**config.mk**
```make
export PLATFORM = sky130hd
export DESIGN_NAME = inst_sequencer
export DESIGN_NICKNAME = d
export VERILOG_FILES = /design/src/rtl/inst_sequencer.sv
export SDC_FILE = /design/constraint.sdc
export NUM_CORES = 1
export LEC_CHECK = 0
export ABC_CLOCK_PERIOD_IN_PS = 18070
export BUFFER_PORTS_ARGS = -buffer_cell sky130_fd_sc_hd__buf_4
export CORE_UTILIZATION = 40
export CTS_CLUSTER_DIAMETER = 100
export DETAILED_ROUTE_END_ITERATION = 8
export HOLD_SLACK_MARGIN = 0.08
export PLACE_DENSITY_LB_ADDON = 0.1
export SYNTH_ARGS = -nofsm -noshare
export SYNTH_HDL_FRONTEND = slang
export SYNTH_SLANG_ARGS = --single-unit
```
**constraint.sdc**
```tcl
create_clock -name clk -period 18.07 [get_ports clk]
set_clock_uncertainty 0.05 [all_clocks]
set_input_delay 5.421 -clock clk [delete_from_list [all_inputs] [get_ports clk]]
set_output_delay 5.421 -clock clk [all_outputs]
set_load 0.02 [all_outputs]
```
**src/rtl/inst_sequencer.sv**
```systemverilog
// -----------------------------------------------------------------------------
// inst_sequencer
//
// Generates the 34-bit instruction word that drives the systolic core for two
// kinds of sequences:
//   * tile pass : load one kij weight tile into the PE array, stream the
//                 activations through it and drain the OFIFO into pmem at
//                 kij*stride.
//   * acc pass  : read the nine partial sums that contribute to one output
//                 pixel from pmem and accumulate them.
//
// Ports
//   clk          clock
//   reset        asynchronous, active-high
//   start_tile   request one kij tile pass (accepted only when idle)
//   start_acc    request one accumulation (start_tile has priority)
//   kij[3:0]     kernel index, latched with start_tile (0..8 legal)
//   onij[3:0]    output pixel index, latched with start_acc
//   ofifo_valid  core OFIFO holds data
//   inst[33:0]   registered instruction word
//   busy         sequence in progress
//   done         one-cycle completion pulse
//   err          one-cycle pulse for a rejected request
//
// Every output is registered from the current state, so each word appears one
// edge after the state that produces it.
// -----------------------------------------------------------------------------
module inst_sequencer #(
   parameter int col     = 8,
   parameter int row     = 8,
   parameter int len_nij = 36,
   parameter int gap     = 10,
   parameter int stride  = 37
) (
   input  logic        clk,
   input  logic        reset,
   input  logic        start_tile,
   input  logic        start_acc,
   input  logic [3:0]  kij,
   input  logic [3:0]  onij,
   input  logic        ofifo_valid,
   output logic [33:0] inst,
   output logic        busy,
   output logic        done,
   output logic        err
);

   localparam int EXEC_N = len_nij + row + col;
   localparam int CW     = $clog2(EXEC_N + col + gap + 16);

   localparam logic [33:0] IDLE_WORD = 34'h1_800C_0000;

   // instruction bit positions
   localparam int B_ACC    = 33;
   localparam int B_CEN_P  = 32;
   localparam int B_WEN_P  = 31;
   localparam int B_CEN_X  = 19;
   localparam int B_OFF_RD = 6;
   localparam int B_L0_RD  = 3;
   localparam int B_L0_WR  = 2;
   localparam int B_EXEC   = 1;
   localparam int B_LOAD   = 0;

   localparam logic [CW-1:0] WL0_LAST  = CW'(col);
   localparam logic [CW-1:0] LDPE_ON   = CW'(col);
   localparam logic [CW-1:0] GAP_LAST  = CW'(gap - 1);
   localparam logic [CW-1:0] AL0_LAST  = CW'(len_nij);
   localparam logic [CW-1:0] EXEC_ON   = CW'(len_nij);
   localparam logic [CW-1:0] EXEC_LAST = CW'(EXEC_N - 1);
   localparam logic [CW-1:0] AREAD_LAST = CW'(9);

   localparam logic [10:0] STRIDE11 = 11'(stride);

   typedef enum logic [3:0] {
      S_IDLE,
      S_WL0,
      S_LDPE,
      S_GAP,
      S_AL0,
      S_EXEC,
      S_DWAIT,
      S_DRAIN,
      S_DONE,
      S_AREAD
   } state_t;

   state_t        state_q, state_d;
   logic [CW-1:0] t_q, t_d;
   logic [3:0]    kij_q, kij_d;
   logic [3:0]    onij_q, onij_d;
   logic [33:0]   inst_q, inst_d;
   logic          busy_q, busy_d;
   logic          done_q, done_d;
   logic          err_q, err_d;

   logic [10:0]   jx;
   logic [10:0]   drain_base;
   logic [10:0]   acc_addr;

   // Partial sums are stored per kij at kij*stride; the acc pass walks the
   // 3x3 window of the 6x6 input that feeds output pixel onij (4x4 output).
   always_comb begin
      jx         = {7'd0, t_q[3:0]};
      drain_base = 11'(kij_q) * STRIDE11;
      acc_addr   = jx * STRIDE11
                 + ({9'd0, onij_q[3:2]} + jx / 11'd3) * 11'd6
                 + ({9'd0, onij_q[1:0]} + jx % 11'd3);
   end

   always_ff @(posedge clk or posedge reset) begin
      if (reset) begin
         state_q <= S_IDLE;
         t_q     <= '0;
         kij_q   <= '0;
         onij_q  <= '0;
         inst_q  <= IDLE_WORD;
         busy_q  <= 1'b0;
         done_q  <= 1'b0;
         err_q   <= 1'b0;
      end else begin
         state_q <= state_d;
         t_q     <= t_d;
         kij_q   <= kij_d;
         onij_q  <= onij_d;
         inst_q  <= inst_d;
         busy_q  <= busy_d;
         done_q  <= done_d;
         err_q   <= err_d;
      end
   end

   always_comb begin
      state_d = state_q;
      t_d     = t_q + CW'(1);
      kij_d   = kij_q;
      onij_d  = onij_q;
      inst_d  = IDLE_WORD;
      busy_d  = (state_q != S_IDLE);
      done_d  = (state_q == S_DONE);
      err_d   = 1'b0;

      unique case (state_q)
         S_IDLE: begin
            t_d = '0;
            if (start_tile) begin
               if (kij > 4'd8) begin
                  err_d = 1'b1;
               end else begin
                  kij_d   = kij;
                  state_d = S_WL0;
               end
            end else if (start_acc) begin
               // every 4-bit onij addresses a valid 4x4 output pixel
               onij_d  = onij;
               state_d = S_AREAD;
            end
         end

         S_WL0: begin
            inst_d[B_CEN_X] = 1'b0;
            inst_d[17:7]    = 11'd1024 + 11'(t_q);
            // L0 captures the word read on the previous cycle
            inst_d[B_L0_WR] = (t_q != '0);
            if (t_q == WL0_LAST) begin
               state_d = S_LDPE;
               t_d     = '0;
            end
         end

         S_LDPE: begin
            inst_d[B_L0_RD] = (t_q < LDPE_ON);
            inst_d[B_LOAD]  = (t_q < LDPE_ON);
            if (t_q == WL0_LAST) begin
               state_d = S_GAP;
               t_d     = '0;
            end
         end

         S_GAP: begin
            if (t_q == GAP_LAST) begin
               state_d = S_AL0;
               t_d     = '0;
            end
         end

         S_AL0: begin
            inst_d[B_CEN_X] = 1'b0;
            inst_d[17:7]    = 11'(t_q);
            inst_d[B_L0_WR] = (t_q != '0);
            if (t_q == AL0_LAST) begin
               state_d = S_EXEC;
               t_d     = '0;
            end
         end

         S_EXEC: begin
            inst_d[B_EXEC]  = (t_q < EXEC_ON);
            inst_d[B_L0_RD] = (t_q < EXEC_ON);
            if (t_q == EXEC_LAST) begin
               // skip the wait entirely when the OFIFO is already ready
               state_d = ofifo_valid ? S_DRAIN : S_DWAIT;
               t_d     = '0;
            end
         end

         S_DWAIT: begin
            inst_d[B_OFF_RD] = 1'b1;
            t_d              = '0;
            if (ofifo_valid) begin
               state_d = S_DRAIN;
            end
         end

         S_DRAIN: begin
            inst_d[B_OFF_RD] = 1'b1;
            inst_d[B_CEN_P]  = 1'b0;
            inst_d[B_WEN_P]  = 1'b0;
            inst_d[30:20]    = drain_base + 11'(t_q);
            if (t_q == AL0_LAST) begin
               state_d = S_DONE;
               t_d     = '0;
            end
         end

         S_DONE: begin
            state_d = S_IDLE;
            t_d     = '0;
         end

         S_AREAD: begin
            // j=9 is a pure accumulate cycle for the word read at j=8
            if (t_q != AREAD_LAST) begin
               inst_d[B_CEN_P] = 1'b0;
               inst_d[30:20]   = acc_addr;
            end
            inst_d[B_ACC] = (t_q != '0);
            if (t_q == AREAD_LAST) begin
               state_d = S_DONE;
               t_d     = '0;
            end
         end

         default: begin
            state_d = S_IDLE;
            t_d     = '0;
         end
      endcase
   end

   assign inst = inst_q;
   assign busy = busy_q;
   assign done = done_q;
   assign err  = err_q;

endmodule

```
==> parameters.txt, run 1 <==
Parameter                              Value

Worst setup path
  Critical Path Start Type    flip-flop
  Signal arrival time at the worst endpoint    7730 ps
  Critical Path Sink Type    flip-flop
  Classification of the worst setup path    reg2reg
  CP Data Required Time    18210 ps
  Worst stage delay on the critical path    880 ps
  Most Frequent Cell on Critical Path    sky130_fd_sc_hd__ha_1
  Slowest CP cell    sky130_fd_sc_hd__dfrtp_1
  Maximum fanout count along the critical path    18

Final layout
  Final design utilization    46.4%
  Synthesis-to-finish area growth    13.3%
  Diode count    0
  Most frequent standard cell in the layout excluding fill and tap cells    sky130_fd_sc_hd__inv_1
  Design area    4520 sq um
  Most frequent cells in the layout    sky130_fd_sc_hd__inv_1 (60), sky130_fd_sc_hd__ha_1 (51), sky130_fd_sc_hd__dfrtp_1 (47)
  Net count, final    536
  Share of cells above drive strength 1    16.2%

Clock tree
  Clock root buffer    sky130_fd_sc_hd__clkbuf_8
  TritonCTS clock tree    done
  Depth of the CTS H-tree    2
  Total clock sinks    50
  Num CTS Buffers    5
  Post-CTS Setup Repair Bufs    0
  Clock Path Buffers    2
  Latest clock arrival within the worst-skew pair    310 ps
  Post-cts sizing count    0
  Clock-pin slew on the worst setup and hold paths    110 ps
  Number of buffers added to fix hold violations after cts    0

Place
  Area of placed instances    4400 sq um
  Half-perimeter wire length after detailed placement    6570 um
  I/O Buffers    43
  GP Congestion    0.898

Floorplan
  Die boundary height    102 um
  Die outline width    102 um
  Number of top-level design ports    50
  Die ar.    10400 sq um
  Core box area    9730 sq um
  Core Rows    36
  Starting Density    41.0%

Logic synthesis
  Simple-gate share of the synthesized area    14.3%
  Average cell area after synthesis    9.59 sq um
  Synthesized flop and latch total    50
  Share of the yosys chip area belonging to registers    31.5%
  Cell area after technology mapping    3990 sq um
  Synth Warn #    0
  Post-Synth XOR/XNOR Area    5.27%
  Post-synthesis cell count    416
  Async SR Flop Fraction    100%
  Largest family of logic cells by synthesized area    adder cells
  Multiplexer fraction of the synthesized cell area    2.76%
  Adder-cell area share of the yosys netlist    24.5%
  Distinct cell type count after synthesis    60
  Number of flops mapped to enable cells by yosys    0
  Compound-Gate Fraction of Synth Area    13.3%
  Most common flop cell mapped by yosys    sky130_fd_sc_hd__dfrtp_1

Status
  Outcome    completed

Global route
  Number of global-route vias before repair    2842
  Global route overflow    0
  Number of antenna violations at the first check in global routing    0
  Tot GR Track Use    17.4%
  Wire length of the first global-routing pass    14000 um
  Maximum number of pins on one net before global-route repair    51

Power and ir drop
  Overall power after layout    846 uW
  Portion of total power attributed to the clock network    9.8%
  Power density cells    187 nW/um^2
  Switching power    404 uW
  Peak supply drop    0.0000740 V
  Internal Power    442 uW
  Part of the power in registers    21.9%
  Combinational share of power    68.2%
  Switching part of the total power    47.8%
  Leakage    0.00235 uW

STA
  Hold Violations, Final    0
  Count of endpoints failing setup in the final report    0
  Setup total negative slack    0 ps
  Fraction of the cycle the final worst path needs    42.0%
  Count of pins over their slew limit    0
  Setup repair after global routing missed its margin    no
  Slew at the pin with the worst max-slew slack    1040 ps
  Max_slew headroom    30.7%
  Time the worst path needs with I/O delays and setup    7590 ps
  Maximum clock rate    132 MHz

Route
  DR DRC count    0
  Number of vias per cell after detailed routing    4.99
  Detailed-router iteration count before antenna repair    4
  Vias post-DR    2939
  Antenna viol nets, final    0
  Routed len/inst    14.2 um
  DRC violation total after the first TritonRoute iteration    86
  Total Routed Length    8350 um

Hold path
  Worst hold-check path type    reg2reg

Job
  Maxcap violations    0
-- cell families (layout without fill, tap and decap cells) --
logic type | Yosys count | count (layout)
other cells | 2 | 6
simple gates | 107 | 107
compound gates | 77 | 77
fa+ha+maj | 68 | 68
xor+xnor | 24 | 24
flops | 50 | 50
buf+inv | 78 | 114
mux | 10 | 10
-- synthesized netlist by cell type (3+ instances only) --
| library cell | number | share of area [%] |
|---|---|---|
| sky130_fd_sc_hd__a21o_1 | 9 | 1.7 |
| sky130_fd_sc_hd__a21oi_1 | 16 | 2.0 |
| sky130_fd_sc_hd__a31oi_1 | 4 | 0.63 |
| sky130_fd_sc_hd__and2_1 | 3 | 0.47 |
| sky130_fd_sc_hd__buf_4 | 7 | 1.3 |
| sky130_fd_sc_hd__clkbuf_1 | 5 | 0.47 |
| sky130_fd_sc_hd__dfrtp_1 | 47 | 29 |
| sky130_fd_sc_hd__dfstp_2 | 3 | 2.0 |
| sky130_fd_sc_hd__fa_1 | 17 | 8.5 |
| sky130_fd_sc_hd__ha_1 | 51 | 16 |
| sky130_fd_sc_hd__inv_1 | 61 | 5.7 |
| sky130_fd_sc_hd__mux2_2 | 7 | 2.0 |
| sky130_fd_sc_hd__nand2_1 | 16 | 1.5 |
| sky130_fd_sc_hd__nand2b_1 | 7 | 1.1 |
| sky130_fd_sc_hd__nand3_1 | 6 | 0.75 |
| sky130_fd_sc_hd__nand4_1 | 4 | 0.63 |
| sky130_fd_sc_hd__nor2_1 | 33 | 3.1 |
| sky130_fd_sc_hd__nor2b_1 | 6 | 0.94 |
| sky130_fd_sc_hd__nor3_1 | 10 | 1.3 |
| sky130_fd_sc_hd__nor4_1 | 4 | 0.63 |
| sky130_fd_sc_hd__o21ai_0 | 15 | 1.9 |
| sky130_fd_sc_hd__o21bai_1 | 3 | 0.56 |
| sky130_fd_sc_hd__o22ai_1 | 5 | 0.78 |
| sky130_fd_sc_hd__o31ai_1 | 4 | 0.75 |
| sky130_fd_sc_hd__or2_2 | 3 | 0.47 |
| sky130_fd_sc_hd__or3_1 | 5 | 0.78 |
| sky130_fd_sc_hd__xnor2_1 | 15 | 3.3 |
| sky130_fd_sc_hd__xor2_1 | 9 | 2.0 |
-- state kept, by name, indices dropped and copies added (netlist names) --
signal	flops
inst	28
t_q	7
kij_q	4
onij_q	4
state_q	4
busy	1
done	1
err	1
-- path summary, 6_finish.rpt --
path / from / end / slack (ps) / depth (start not counted)
setup reg to reg: t_q[2]$_DFF_PP0_ / inst[29]$_DFF_PP0_ / 10480 / 29
setup / recovery: t_q[2]$_DFF_PP0_ / inst[29]$_DFF_PP0_ / 10480 / 29
hold reg to reg: onij_q[1]$_DFFE_PP0P_ / onij_q[1]$_DFFE_PP0P_ / 480 / 1
hold / removal: onij_q[1]$_DFFE_PP0P_ / onij_q[1]$_DFFE_PP0P_ / 480 / 1
max in group asynchronous: reset / t_q[6]$_DFF_PP0_ / 12000 / 2
min in group asynchronous: reset / kij_q[3]$_DFFE_PP0P_ / 5320 / 2
-- power by group through the flow --
| stage | Sequential, uW | Clock (uW) | Combinational (uW) |
|---|---|---|---|
| CTS | 186 | 84.9 | 588 |
| floorplan | 183 | 0 | 458 |
| global route | 191 | 89.7 | 681 |
| detailed placement | 188 | 0 | 581 |
| global placement | 187 | 0 | 582 |
| finish | 186 | 83.1 | 577 |
-- area by class of cell --
cell class | instances | area [sq um]
clock inverter | 3 | 48.8
multi-input combinational | 292 | 2420
sequential | 50 | 1250
clock buffer | 5 | 68.8
fill | 1007 | 5210
tap | 133 | 166
timing repair buffer | 43 | 323
inverter | 63 | 236
-- worst max-delay path, delay by kind of cell (launching register included) --
| family | cells | cell delay (ps) |
|---|---|---|
| XOR/XNOR | 4 | 870 |
| buffers and inverters | 5 | 300 |
| AND/OR/NAND/NOR | 3 | 910 |
| adder cells (fa/ha/maj) | 9 | 3180 |
| flip-flops | 1 | 880 |
| AO/OA/AOI/OAI | 8 | 1250 |
-- metrics by stage --
stage          hold WS, ps  setup WS [ps]  cells
3_3_place_gp           439          10710    581
6_report               477          10480    589
3_5_place_dp           449          10510    581
5_1_grt                510           9810    589
4_1_cts                475          10470    589
2_1_floorplan          429          11220    420
-- layer usage --
metal	vias up	global-route usage (%)	share of wire, %
li1	1473	-	-
met1	1406	23.9	49
met2	53	29.1	46
met3	7	2.26	3.0
met4	0	4.51	1.4
met5	-	0	0
Power figures use the tool's default switching activity.
==> run 2, diff against run 1 <==
Settings changed: ABC_CLOCK_PERIOD_IN_PS 18070 to 6850.
Clock period 18.07 ns to 6.85 ns, I/O delays scaled along.
==> parameters.txt, run 2 (synthesis results as in run 1) <==
Parameter                              Value

Route
  DR DRC count    0
  Number of vias per cell after detailed routing    4.99
  Routed len/inst    14.5 um
  Antenna viol nets, final    0
  Detailed-router iteration count before antenna repair    4
  DRC violation total after the first TritonRoute iteration    83
  Vias post-DR    3029
  Total Routed Length    8790 um

Worst setup path
  Critical Path Start Type    flip-flop
  Worst stage delay on the critical path    550 ps
  Signal arrival time at the worst endpoint    6600 ps
  Classification of the worst setup path    reg2reg
  Number of buffers and inverters on the critical path    4
  Slowest CP cell    sky130_fd_sc_hd__fa_1
  CP Data Required Time    6990 ps
  Critical Path Sink Type    flip-flop
  Top cell family by delay on the critical path    adder cells
  Maximum fanout count along the critical path    4

STA
  Hold Violations, Final    0
  Time the worst path needs with I/O delays and setup    6460 ps
  Count of endpoints failing setup in the final report    0
  Count of pins over their slew limit    0
  Max_slew headroom    31.7%
  Setup total negative slack    0 ps
  Maximum clock rate    155 MHz
  Fraction of the cycle the final worst path needs    94.3%
  Slew at the pin with the worst max-slew slack    1020 ps

Final layout
  Final design utilization    48.2%
  Most frequent standard cell in the layout excluding fill and tap cells    sky130_fd_sc_hd__buf_4
  Share of cells above drive strength 1    21.5%
  Net count, final    554
  Flip-flop count of the largest register after layout    28
  Synthesis-to-finish area growth    17.6%
  Most frequent cells in the layout    sky130_fd_sc_hd__buf_4 (61), sky130_fd_sc_hd__inv_1 (60), sky130_fd_sc_hd__ha_1 (49)
  Diode count    0
  Post-route non-filler standard cell count    607

Power and ir drop
  Portion of total power attributed to the clock network    7.9%
  Internal Power    1180 uW
  Part of the power in registers    20.4%
  Switching part of the total power    48.3%
  Combinational share of power    71.7%
  Power density cells    487 nW/um^2
  Switching power    1100 uW
  Leakage    0.00243 uW
  Peak supply drop    0.000238 V

Global route
  Number of global-route vias before repair    2889
  Global route overflow    0
  Wire length of the first global-routing pass    14200 um
  Tot GR Track Use    17.7%
  Maximum number of pins on one net before global-route repair    51
  Number of antenna violations at the first check in global routing    0

Job
  Maxcap violations    0

Clock tree
  Depth of the CTS H-tree    2
  TritonCTS clock tree    done
  Number of buffers added to fix hold violations after cts    0
  Clock-pin slew on the worst setup and hold paths    100 ps
  Clock root buffer    sky130_fd_sc_hd__clkbuf_8
  Num CTS Buffers    5
  Latest clock arrival within the worst-skew pair    310 ps
  Clock Path Buffers    2
  Total clock sinks    50

Floorplan
  Die ar.    10400 sq um
  Number of top-level design ports    50
  Die outline width    102 um
  Core box area    9730 sq um
  Starting Density    41.0%
  Core Rows    36
  Die boundary height    102 um

Status
  Outcome    completed

Place
  Half-perimeter wire length after detailed placement    6970 um
  Instance count after placement with tap cells included    595
  I/O Buffers    43
  GP Congestion    0.950

Hold path
  Worst hold-check path type    reg2reg
[run 2: cell type report]
cell class | count | area (sq um)
Fill cell | 965 | 5040
Inverter | 63 | 240
Tap cell | 133 | 166
Clock inverter | 3 | 23.8
Timing Repair Buffer | 61 | 458
Sequential cell | 50 | 1260
Multi-Input combinational cell | 292 | 2470
Clock buffer | 5 | 68.8
[run 2: path summary, 6_finish.rpt]
kind,start,depth (start not counted),to,slack (ps)
worst max-delay path,t_q[3]$_DFF_PP0_,27,inst[29]$_DFF_PP0_,390
worst min-delay path,onij_q[1]$_DFFE_PP0P_,1,onij_q[1]$_DFFE_PP0P_,470
worst max register to register,t_q[3]$_DFF_PP0_,27,inst[29]$_DFF_PP0_,390
worst min register to register,onij_q[1]$_DFFE_PP0P_,1,onij_q[1]$_DFFE_PP0P_,470
max in group asynchronous,reset,2,t_q[2]$_DFF_PP0_,4100
min in group asynchronous,reset,2,kij_q[3]$_DFFE_PP0P_,1950
[run 2: timing repair]
| item | CTS | global route |
|---|---|---|
| setup buffers | 0 | 4 |
| endpoints found under the setup margin | 0 | 5 |
| resized for setup | 0 | 11 |
[run 2: worst register-to-register path, stage by stage (launching register included)]
cell and delay [ps]:
sky130_fd_sc_hd__dfrtp_1 450, sky130_fd_sc_hd__ha_4 270, sky130_fd_sc_hd__nand3b_1 200, sky130_fd_sc_hd__xnor2_1 170
sky130_fd_sc_hd__a21oi_1 100, sky130_fd_sc_hd__ha_1 210, sky130_fd_sc_hd__inv_1 70, sky130_fd_sc_hd__o311ai_2 130
sky130_fd_sc_hd__or2_1 300, sky130_fd_sc_hd__nor4_4 160, sky130_fd_sc_hd__inv_1 70, sky130_fd_sc_hd__ha_1 220
sky130_fd_sc_hd__fa_2 510, sky130_fd_sc_hd__ha_2 220, sky130_fd_sc_hd__fa_2 350, sky130_fd_sc_hd__xor2_1 160
sky130_fd_sc_hd__ha_1 310, sky130_fd_sc_hd__fa_1 480, sky130_fd_sc_hd__inv_1 60, sky130_fd_sc_hd__fa_1 550
sky130_fd_sc_hd__inv_1 50, sky130_fd_sc_hd__ha_1 330, sky130_fd_sc_hd__a21o_1 210, sky130_fd_sc_hd__a21oi_2 140
sky130_fd_sc_hd__o21ai_0 100, sky130_fd_sc_hd__a21oi_1 170, sky130_fd_sc_hd__xnor2_1 100, sky130_fd_sc_hd__a32o_1 230
[run 2: power groups by stage]
stage          Combinational (uW)  Clock, uW  Sequential [uW]
6_report                     1640        180              466
3_5_place_dp                 1610          0              470
3_3_place_gp                 1600          0              471
4_1_cts                      1630        185              465
2_1_floorplan                1210          0              482
5_1_grt                      1920        195              476
[run 2: through the flow]
| step | instance area, sq um | hold WS (ps) | setup slack (ps) | power [uW] |
|---|---|---|---|---|
| floorplan | 4000 | 429 | 56.6 | 1690 |
| global placement | 4510 | 442 | 302 | 2070 |
| detailed placement | 4510 | 454 | 122 | 2080 |
| CTS | 4600 | 478 | 49.6 | 2280 |
| global route | 4690 | 506 | -31.3 | 2590 |
| finish | 4690 | 470 | 390 | 2280 |
[run 2: layer usage]
metal | track usage [%] | wire (um) | part of all wire (%)
met5 | 0 | 0 | 0
met4 | 6.81 | 312 | 3.6
met3 | 2.53 | 281 | 3.2
met2 | 28.2 | 3950 | 45
met1 | 24.6 | 4240 | 48
==> run 3, diff against run 2 <==
Settings changed: PLACE_DENSITY_LB_ADDON 0.1 to unset.
==> parameters.txt, run 3 (synthesis results as in run 1) <==
Parameter                              Value

Status
  Outcome    complete, but fails checks
  Violations in the final reports    DRC

Final layout
  Final design utilization    48.0%
  Post-route non-filler standard cell count    601
  Number of inserted filler cells in the final layout    943
  Share of cells above drive strength 1    20.9%
  Diode count    0
  Net count, final    548
  Most frequent standard cell in the layout excluding fill and tap cells    sky130_fd_sc_hd__inv_1
  Synthesis-to-finish area growth    17.0%
  Flip-flop count of the largest register after layout    28
  Most frequent cells in the layout    sky130_fd_sc_hd__inv_1 (59), sky130_fd_sc_hd__buf_4 (55), sky130_fd_sc_hd__ha_1 (49)
  Design area    4670 sq um
  Multi-input combinational cell area    2480 sq um
  Sequential cell area    1260 sq um

Global route
  Tot GR Track Use    17.6%
  Number of global-route vias before repair    2980
  Number of antenna violations at the first check in global routing    0
  Global route overflow    0
  Wire length of the first global-routing pass    14000 um
  Maximum number of pins on one net before global-route repair    51

Power and ir drop
  Peak supply drop    0.000151 V
  Power density cells    494 nW/um^2
  Leakage    0.00241 uW

Place
  Instance count after placement with tap cells included    591
  I/O Buffers    43
  Half-perimeter wire length after detailed placement    6830 um
  Area of placed instances    4480 sq um
  GP Congestion    0.897

Route
  Number of vias per cell after detailed routing    5.06
  Routed len/inst    14.2 um
  Vias post-DR    3039
  DRC violation total after the first TritonRoute iteration    123
  Antenna viol nets, final    0
  Total Routed Length    8520 um
  DR DRC count    1
  Detailed-router iteration count before antenna repair    6

Worst setup path
  CP Data Required Time    7010 ps
  Critical Path Sink Type    flip-flop
  Reg2Reg Launch Point    t_q[2]$_DFF_PP0_
  Critical Path Stages    28
  Launch point of the worst path    t_q[2]$_DFF_PP0_
  Worst stage delay on the critical path    530 ps
  Slowest CP cell    sky130_fd_sc_hd__fa_1
  Number of buffers and inverters on the critical path    6
  Classification of the worst setup path    reg2reg
  Critical Path Start Type    flip-flop
  Maximum fanout count along the critical path    15
  Top cell family by delay on the critical path    adder cells
  Signal arrival time at the worst endpoint    6650 ps
  R2R setup slack    350 ps
  FF-to-FF path depth    28

Clock tree
  Num CTS Buffers    5
  Number of buffers added to fix hold violations after cts    0
  TritonCTS clock tree    done
  Clock-pin slew on the worst setup and hold paths    90 ps
  Clock Path Buffers    2
  Latest clock arrival within the worst-skew pair    310 ps
  Total clock sinks    50
  Depth of the CTS H-tree    2
  Clock root buffer    sky130_fd_sc_hd__clkbuf_8

Hold path
  Min-Delay Path Depth    1
  Hold Crit Start    onij_q[2]$_DFFE_PP0P_
  Worst hold-check path type    reg2reg

STA
  Setup repair after global routing missed its margin    no
  Count of pins over their slew limit    0
  Time the worst path needs with I/O delays and setup    6500 ps
  Setup total negative slack    0 ps
  Count of endpoints failing setup in the final report    0
  Slew at the pin with the worst max-slew slack    1020 ps
  Fraction of the cycle the final worst path needs    94.8%
  Max_slew headroom    31.6%
  Maximum clock rate    154 MHz
  Worst hold margin    480 ps
  Hold Violations, Final    0

Floorplan
  Die outline width    102 um
  Core Rows    36
  Core box area    9730 sq um
  Die ar.    10400 sq um
  Starting Density    41.0%
  Die boundary height    102 um
  Number of top-level design ports    50

Job
  Maxcap violations    0
[run 3: area by class of cell]
cell class	instances	area share (%)
Inverter	63	5.07
Tap cell	133	3.57
Clock buffer	5	1.47
Multi-Input combinational cell	292	53.2
Sequential cell	50	26.9
Clock inverter	3	0.938
Timing Repair Buffer	55	8.85
[run 3: path summary, 6_finish.rpt]
path / endpoint
min in group asynchronous: kij_q[2]$_DFFE_PP0P_
hold / removal: onij_q[2]$_DFFE_PP0P_
max in group asynchronous: t_q[2]$_DFF_PP0_
setup reg to reg: inst[29]$_DFF_PP0_
hold reg to reg: onij_q[2]$_DFFE_PP0P_
setup / recovery: inst[29]$_DFF_PP0_
[run 3: worst reg2reg max path: cells and delay by family, from the launching register on]
kind                       cells  cell delay [ps]
buffers and inverters          6              600
DFF                            1              460
AOI/OAI and AO/OA              8             1280
adders and majority gates      9             3170
and+or+nand+nor                3              550
xor gates and xnor gates       2              290
[run 3: repair_timing]
action,4_1_cts,5_1_grt
buffers inserted,0,2
setup endpoints to repair,0,5
gates resized for setup,0,14
[run 3: routing by layer]
layer	track usage, %	wire [um]
met3	2.94	304
met4	8.35	282
met1	22.1	3850
met2	29.6	4090
met5	0	0
[run 3: through the flow]
| stage | total power (uW) | setup WS (ps) |
|---|---|---|
| final | 2300 | 355 |
| after detailed placement | 2070 | 110 |
| after global routing | 2610 | 23.5 |
| after CTS | 2310 | 53.2 |
| after floorplan | 1690 | 56.6 |
| after global placement | 2040 | 289 |
[run 3: where the power goes]
group,switching (uW),internal (uW),total [uW]
Clock,105,110,214
Sequential,79.1,379,458
Combinational,911,722,1630
